[src/rtl/pc_sequencer.sv]
// Fetch program-counter sequencer: sequential fetch, taken-branch redirects
// with a downstream flush window, BL link write and misaligned-target trap.
module pc_sequencer #(
    parameter logic [31:0] RESET_PC    = 32'h0000_0000,
    parameter int          FLUSH_SLOTS = 2
) (
    input  logic        clk,
    input  logic        rst,
    input  logic        stall,
    input  logic        br_valid,
    input  logic        br_taken,
    input  logic        br_link,
    input  logic [31:0] br_pc,
    input  logic [31:0] br_target,
    output logic [31:0] imem_addr,
    output logic        imem_req,
    output logic [31:0] if_pc,
    output logic        if_valid,
    output logic        flush,
    output logic        lr_we,
    output logic [31:0] lr_wdata,
    output logic        misalign_err,
    output logic [15:0] redirect_count
);

    localparam logic [1:0] ST_RUN   = 2'd0;
    localparam logic [1:0] ST_FLUSH = 2'd1;
    localparam logic [1:0] ST_ERR   = 2'd2;

    localparam logic [3:0] C_FLUSH_INIT = 4'(FLUSH_SLOTS - 1);

    logic [1:0]  r_state;
    logic [31:0] r_pc;
    logic [31:0] r_if_pc;
    logic        r_if_valid;
    logic        r_flush;
    logic [3:0]  r_flush_cnt;
    logic        r_lr_we;
    logic [31:0] r_lr_wdata;
    logic        r_misalign;
    logic [15:0] r_redirect_count;

    logic w_not_err;
    logic w_take;
    logic w_aligned;

    assign w_not_err = (r_state != ST_ERR);
    assign w_take    = br_valid & br_taken & w_not_err;
    assign w_aligned = (br_target[1:0] == 2'b00);

    always_ff @(posedge clk or posedge rst) begin
        if (rst) begin
            r_state          <= ST_RUN;
            r_pc             <= RESET_PC;
            r_if_pc          <= 32'h0;
            r_if_valid       <= 1'b0;
            r_flush          <= 1'b0;
            r_flush_cnt      <= 4'h0;
            r_lr_we          <= 1'b0;
            r_lr_wdata       <= 32'h0;
            r_misalign       <= 1'b0;
            r_redirect_count <= 16'h0;
        end else begin
            r_lr_we <= 1'b0;
            if (!w_not_err) begin
                // Trapped: fetch frozen until reset
                r_if_valid <= 1'b0;
                r_flush    <= 1'b0;
            end else if (w_take && w_aligned) begin
                r_pc        <= br_target;
                r_if_valid  <= 1'b0;
                r_flush     <= 1'b1;
                r_flush_cnt <= C_FLUSH_INIT;
                r_state     <= ST_FLUSH;
                if (r_redirect_count != 16'hFFFF)
                    r_redirect_count <= r_redirect_count + 16'h1;
                if (br_link) begin
                    r_lr_we    <= 1'b1;
                    r_lr_wdata <= br_pc + 32'h4;
                end
            end else if (w_take) begin
                r_misalign <= 1'b1;
                r_state    <= ST_ERR;
            end else if (!stall) begin
                r_pc       <= r_pc + 32'h4;
                r_if_pc    <= r_pc;
                r_if_valid <= 1'b1;
                if (r_state == ST_FLUSH) begin
                    if (r_flush_cnt == 4'h0) begin
                        r_flush <= 1'b0;
                        r_state <= ST_RUN;
                    end else begin
                        r_flush_cnt <= r_flush_cnt - 4'h1;
                    end
                end
            end
        end
    end

    assign imem_addr      = r_pc;
    assign imem_req       = !stall && w_not_err;
    assign if_pc          = r_if_pc;
    assign if_valid       = r_if_valid;
    assign flush          = r_flush;
    assign lr_we          = r_lr_we;
    assign lr_wdata       = r_lr_wdata;
    assign misalign_err   = r_misalign;
    assign redirect_count = r_redirect_count;

endmodule

[config.mk]
export PLATFORM = sky130hd
export DESIGN_NAME = pc_sequencer
export DESIGN_NICKNAME = d
export VERILOG_FILES = /design/src/rtl/pc_sequencer.sv
export SDC_FILE = /design/constraint.sdc
export NUM_CORES = 1
export LEC_CHECK = 0
export CORE_ASPECT_RATIO = 1.4
export CORE_MARGIN = 2
export CORE_UTILIZATION = 47
export CTS_CLUSTER_SIZE = 12
export DETAILED_ROUTE_END_ITERATION = 16
export GPL_TIMING_DRIVEN = 1
export PLACE_DENSITY = 0.93
export SLEW_MARGIN = 20
export SYNTH_ARGS = -nofsm -noshare
export SYNTH_HDL_FRONTEND = slang
export SYNTH_SLANG_ARGS = --single-unit
[constraint.sdc]
create_clock -name clk -period 4.91 [get_ports clk]
set_input_delay 0.982 -clock clk [delete_from_list [all_inputs] [get_ports clk]]
set_output_delay 0.982 -clock clk [all_outputs]
set_load 0.1 [all_outputs]
# Word-level counts from Yosys, hierarchy flattened

Cells that the tools add are included.

Equality and inequality tests: 11
Bitwise operators: 5
Reduce and logical (&&, ||, !) cells: 17
$mul: 0
Divide/modulo/power cells: 0
Shift operators: 0
Magnitude comparators: 0
Add/sub/neg operators: 4
Mux-type cells: 26

Operator list:

| kind                  | count |
|---|---|
| $mux 32               | 3 |
| $add 32x3->32 const B | 2 |
| $mux 4                | 5 |
| $add 16x1->16 const B | 1 |
| $ne 16x16->1 const B  | 1 |
| $mux 1                | 13 |
| $reduce_and 3->1      | 4 |
| $reduce_and 4->1      | 3 |
| $mux 2                | 5 |
| $ne 3x1->1 const B    | 3 |
| $ne 3x2->1 const B    | 2 |
| $reduce_bool 3->1     | 2 |
| $reduce_and 5->1      | 1 |
| $logic_not 4->1       | 1 |
| $ne 2x1->1 const B    | 2 |
| $ne 2x2->1 const B    | 2 |
| $sub 4x1->4 const B   | 1 |
| $not 1->1             | 3 |
| $and 1x1->1           | 2 |
| $eq 2x1->1 const B    | 1 |
| $logic_and 1x1->1     | 2 |
| $logic_not 2->1       | 1 |
| $reduce_and 2->1      | 1 |
| $reduce_bool 2->1     | 1 |
| $logic_not 1->1       | 1 |

Word-level logic and storage cells: 73
Latch bits: 0
Memory bits (writable): 0
ROM bits: 0
Input port bits: 70
Register bits: 122
Memories: 0
Output and inout bits: 117

# Logic depth before layout (Yosys ltp)

Gate-level depths: netlist (run 1).

Depth after elaboration: 7
Depth in mapped cells: 8
Depth with buffers taken out: 6

# Worst setup path after synthesis (run 1)

Ideal clock, no wire load.

Kind: in2out
From: input port stall
To: output port imem_req
Data required time: 3.928 ns
Stages: 1
Data arrival time: 2.235 ns
Path slack: 1.693 ns
Path buffers: 0
Path through: nor2_1

Word-level cells in the longest chain between the ends: 2

RTL lines:

| element           | RTL line | source |
|---|---|---|
| start, declared   | 9        | `input logic stall,` |
| $logic_not 1->1   | 101      | `assign imem_req = !stall && w_not_err;` |
| $logic_and 1x1->1 | 101      |  |
| end, declared     | 16       | `output logic imem_req,` |

Every way passes these cells.

# Worst setup path in the final report (run 1)

From: register r_pc[9] (netlist: imem_addr[9])
To: output port imem_addr[9]

RTL lines:

| element                | RTL line | source |
|---|---|---|
| start, declared        | 33       | `logic [31:0] r_pc;` |
| start signal, assigned | 70       | `r_pc <= br_target;` |
| start signal, assigned | 85       | `r_pc <= r_pc + 32'h4;` |
| end, declared          | 15       | `output logic [31:0] imem_addr,` |

No word-level cell between the ends.

==> results.cfg, run 1 <==
[sta]
period_minus_slack_ns = 3.13
rsz0062_at_grt = no
setup_violations = 0
fin_crit_sh_pct = 63.8
slew-limit-headroom_pct = 24.8
worst_pin_slew_ns = 1.12
finalMaxSlewViolations = 0
fin_skew_ns = 0.00735
finalHoldViolCount = 0
fmax_mhz = 319
finalSetupTns_ns = 0

[drt]
routed_wl_mm = 17.5
drc_errors = 0
vias = 5777
initialDrtViolationCount = 389
avgRoutedWirePerCell_um = 17.5
firstDrtPassIters = 5
viasPerCell = 5.80
ant_nets = 0

[floorplan]
rows = 48
die_w_um = 99.2
start_util_pct = 48.2
io_pins = 187
core_area_sq_um = 12400
dieArea_sq_um = 13600
die_h_um = 137

[global_routing]
grt_overflow_total = 0
grt_pass1_vias = 5845
grt_max_degree = 72
groute.usage.overall_pct = 26.0
grt_pass1_wl_mm = 28.2
antenna_found_initial = 0

[yosys]
avgSynthCellArea_sq_um = 9.20
syn_inst = 648
synth_top_family_by_area = simple AND/OR/NAND/NOR gates
synthArstFlopShare_pct = 100
ys_types = 47
synth_seq_area_share_pct = 51.2
synth-compound-area-share_pct = 10.4
ys_warn_count = 0
synthAdderAreaFrac_pct = 1.05
synth_flop_cell = dfrtp_1
synth_fp_nets = 723
synth-simple-area-share_pct = 27.2
syn_area_sq_um = 5960
synthXorXnorAreaFrac_pct = 6.32
synth_edf_count = 0
synthMuxAreaShare_pct = 1.11
synth-seq-cells = 122

[worst_setup_path]
crit_buf_inv = 1
critPathTopFamily = buffers and inverters
worstSetupPathType = reg -> out
startpoint_type = flip-flop
cp_data_arrival_time_ns = 2.15
critPathMaxStageDelay_ns = 1.22
r2r-start = imem_addr[8]
cp_slowest_cell = clkdlybuf4s50_1
crit_start = imem_addr[9]
crit_path_end_kind = output pin
crit_path_cell_trace = clkdlybuf4s50_1
worstPathRequired_ns = 3.93
cp_max_fo = 7

[placed_design]
numPortBuffers = 186
dp_hpwl_mm = 12.3
place_congestion = 0.882

[clock_network]
cts_resized = 0
cts.clk_slew.worst_paths_ns = 0.06
cts_buffer_depth = 2
cts-htree-levels = 4
cts_buffers = 17
cts_setup_buffers = 0
cts_tree = yes
clkSinkCount = 122
hold_buffers = 0
cts_root_buf = clkbuf_16
insertion_delay_ns = 0.41

[finish]
diodes = 0
area_growth_syn_to_layout_pct = 44.4
drive_gt1_share_pct = 7.33
nNetsFinal = 908

[worst_hold_path]
hp-start = misalign_err
hp-class = reg -> reg

[run_status]
status = finished clean

[job]
max-cap-violations = 0
==> cell usage after synthesis (3+ instances only) <==
cell      count  share of area (%)
a21oi_1       4               0.34
a221o_1       3               0.50
a31oi_1       4               0.42
a32oi_1       3               0.44
a41oi_1       3               0.44
and2_1        6               0.63
and3_1        7               0.73
buf_1         3               0.19
buf_2        11               0.92
clkbuf_1     10               0.63
dfrtp_1     122                 51
ha_1          5                1.0
inv_1        11               0.69
mux2_2        5               0.94
nand2_1     183                 12
nand3_1      45                3.8
nand4_1      20                2.1
nor2_1       32                2.0
nor3_1       18                1.5
nor4_1        5               0.52
nor4_4        3                1.1
o211ai_1     15                1.9
o21ai_0      46                3.9
o311ai_0      5               0.73
o311ai_1      5               0.73
or3_1         3               0.31
xnor2_1      20                2.9
xor2_1       23                3.4
==> logic make-up after synthesis <==
family          Yosys count
simple gates            339
fa+ha+maj                 5
flops                   122
xor+xnor                 43
buf+inv                  37
compound gates           96
mux                       6
==> placed cells by master, fill, tap and decap left out, types with 3 or more instances in the layout <==
cell,n
a41oi_1,3
dfrtp_1,122
a21oi_1,4
o311ai_1,5
o21ai_0,46
xnor2_1,20
nor2_1,32
bufinv_16,5
nor3_1,18
nor4_1,5
a31oi_1,4
xor2_1,23
nand2_1,183
o311ai_0,5
ha_1,5
nand4_1,20
buf_4,7
nor4_4,3
o211ai_1,15
a221o_1,3
a32oi_1,3
clkinv_4,3
mux2_2,5
clkdlybuf4s50_1,185
clkbuf_16,17
and2_1,6
inv_1,10
and3_1,7
nand3_1,45
==> state kept, by name (all words and copies together), names as in the netlist <==
register        cells
lr_we               1
r_state             2
redirect_count     16
lr_wdata           32
flush               1
imem_addr          32
if_pc              32
r_flush_cnt         4
misalign_err        1
if_valid            1
==> stage by stage <==
| step | util [%] | instance area [sq um] | worst slack (ns) | hold WS [ns] | cells |
|---|---|---|---|---|---|
| final | 69.6 | 8610 | 1.78 | 0.474 | 996 |
| after global routing | 69.6 | 8610 | 1.69 | 0.509 | 996 |
| after CTS | 69.6 | 8610 | 1.78 | 0.475 | 996 |
| after detailed placement | 64.2 | 7950 | 1.49 | 0.463 | 964 |
| after global placement | 64.2 | 7950 | 1.58 | 0.456 | 964 |
| after floorplan | - | 5960 | 0.685 | 0.469 | 648 |
==> layer usage <==
metal	vias to the layer above	routed length, um	track usage, %	part of all wire [%]
li1	2643	-	-	-
met1	2766	6260	28.7	36
met2	303	8980	44.6	51
met3	65	1510	8.07	8.7
met4	0	713	14.3	4.1
met5	-	0	0	0
==> final cells by class <==
type	instances	area (sq um)
clock buffers	19	453
clock inverters	13	214
fillers	882	3760
inverters	11	43.8
multi-input cells	489	2760
flip-flops and latches	122	3050
well taps	150	188
repair buffers	192	1900
==> path summary, 6_finish.rpt <==
path / endpoint / slack, ns / cells past startpoint
setup / recovery: imem_addr[9] / 1.78 / 1
hold / removal: misalign_err / 0.47 / 1
setup reg to reg: imem_addr[27] / 2.27 / 5
hold reg to reg: misalign_err / 0.47 / 1
max in group asynchronous: imem_addr[22] / 2.89 / 3
min in group asynchronous: lr_wdata[20] / 1.09 / 2
Power of run 1 is not shown: default switching activity piles up to over one toggle a cycle in this logic, so the estimate is an artifact.
==> inputs of run 2 (changes only) <==
Clock period 4.91 ns to 3.3 ns, I/O delays scaled along.
==> run 2 against run 1 <==
Effect of this change: global-route usage fell by 2.1 points; die area is the same; worst hold slack got worse by 0.0013 ns; highest routed layer unchanged.
==> results.cfg, run 2 (same netlist as run 1, synthesis figures left out) <==
[worst_setup_path]
worstSetupPathType = in -> reg
crit_buf_inv = 2
critPathMaxStageDelay_ns = 0.47
crit_path_end_kind = flip-flop
critPathTopFamily = simple AND/OR/NAND/NOR gates
startpoint_type = input port
crit_path_cell_trace = clkdlybuf4s50_1 > and2_1 > and3_1 > buf_4 > nor2_1 > o21ai_0 > o311ai_0
cp_slowest_cell = clkdlybuf4s50_1
worstPathRequired_ns = 3.57
cp_data_arrival_time_ns = 2.86
cp_max_fo = 38

[finish]
nNetsFinal = 913
fin_util_pct = 67.4
final_cell_mix = nand2_1, buf_4, dfrtp_1, clkdlybuf4s50_1, o21ai_0
final_common_cell = nand2_1
final_area_sq_um = 8340
diodes = 0
area_growth_syn_to_layout_pct = 39.8
drive_gt1_share_pct = 21.5

[floorplan]
die_h_um = 137
rows = 48
io_pins = 187
die_w_um = 99.2
dieArea_sq_um = 13600
start_util_pct = 48.2
core_area_sq_um = 12400

[drt]
avgRoutedWirePerCell_um = 16.0
drc_errors = 0
ant_nets = 0
routed_wl_mm = 16.0
vias = 5624
firstDrtPassIters = 6
viasPerCell = 5.62
initialDrtViolationCount = 386

[global_routing]
grt_pass1_wl_mm = 26.0
antenna_found_initial = 0
groute.usage.overall_pct = 23.9
grt_pass1_vias = 5348
grt_overflow_total = 0
grt_max_degree = 123

[clock_network]
clkSinkCount = 122
insertion_delay_ns = 0.41
cts-htree-levels = 4
cts_tree = yes
cts.clk_slew.worst_paths_ns = 0.06
cts_root_buf = clkbuf_16
cts_setup_buffers = 0
cts_resized = 0
cts_buffer_depth = 2
hold_buffers = 0
cts_buffers = 17

[placed_design]
numPortBuffers = 186
place_area_sq_um = 7720
place_ws_ns = 0.322
dp_hpwl_mm = 11.6
place_congestion = 0.828

[sta]
setup_violations = 0
finalMaxSlewViolations = 0
finalHoldViolCount = 0
period_minus_slack_ns = 2.59
rsz0062_at_grt = no
fin_crit_sh_pct = 78.5
fmax_mhz = 386
worst_pin_slew_ns = 0.723
fin_skew_ns = 0.00918
setup_ws_ns = 0.710
slew-limit-headroom_pct = 51.6
finalSetupTns_ns = 0

[job]
max-cap-violations = 0

[run_status]
status = finished clean

[worst_hold_path]
hp-class = reg -> reg
-- run 2: changes by cell type in the layout (fill, tap and decap cells not counted), sizes merged --
| cell | previous run | this run |
|---|---|---|
| bufinv | 5 | 3 |
| clkdlybuf4s50 | 185 | 69 |
| clkinvlp | 2 | 4 |
| inv | 13 | 15 |
| buf | 7 | 128 |
| clkbuf | 19 | 17 |
-- run 2: metrics by stage --
step / cells / hold slack, ns
final: 1001 / 0.472
after floorplan: 648 / 0.469
after global placement: 969 / 0.459
after detailed placement: 969 / 0.459
after CTS: 1001 / 0.475
after global routing: 1001 / 0.497
-- run 2: final timing paths --
check,from,endpoint,slack (ns),cells past startpoint
max,br_valid,imem_addr[15],0.71,7
min,misalign_err,misalign_err,0.47,1
max reg2reg,imem_addr[2],imem_addr[16],1.03,5
min reg2reg,misalign_err,misalign_err,0.47,1
max in group asynchronous,rst,if_pc[24],1.99,3
min in group asynchronous,rst,redirect_count[4],0.76,3
-- run 2: layout make-up --
type	instances	area, sq um
Multi-Input combinational cell	489	2760
Fill cell	956	4040
Inverter	11	45.0
Sequential cell	122	3050
Tap cell	150	188
Clock inverter	15	190
Timing Repair Buffer	197	1680
Clock buffer	17	425
-- run 2: worst reg2reg max path: cells and delay by family, from the launching register on --
kind,cells,cell delay [ns]
flip-flops,1,0.48
AND/OR/NAND/NOR,2,0.92
AO/OA/AOI/OAI,2,0.47
adder cells (fa/ha/maj),1,0.28
-- run 2: routing by layer --
layer	share of wire (%)	wire, um	GRT usage (%)
met1	37	5990	27.7
met2	52	8270	41.4
met3	7.9	1270	7.41
met4	3.0	488	9.59
met5	0	0	0
Power of run 2 is left out for the same reason.
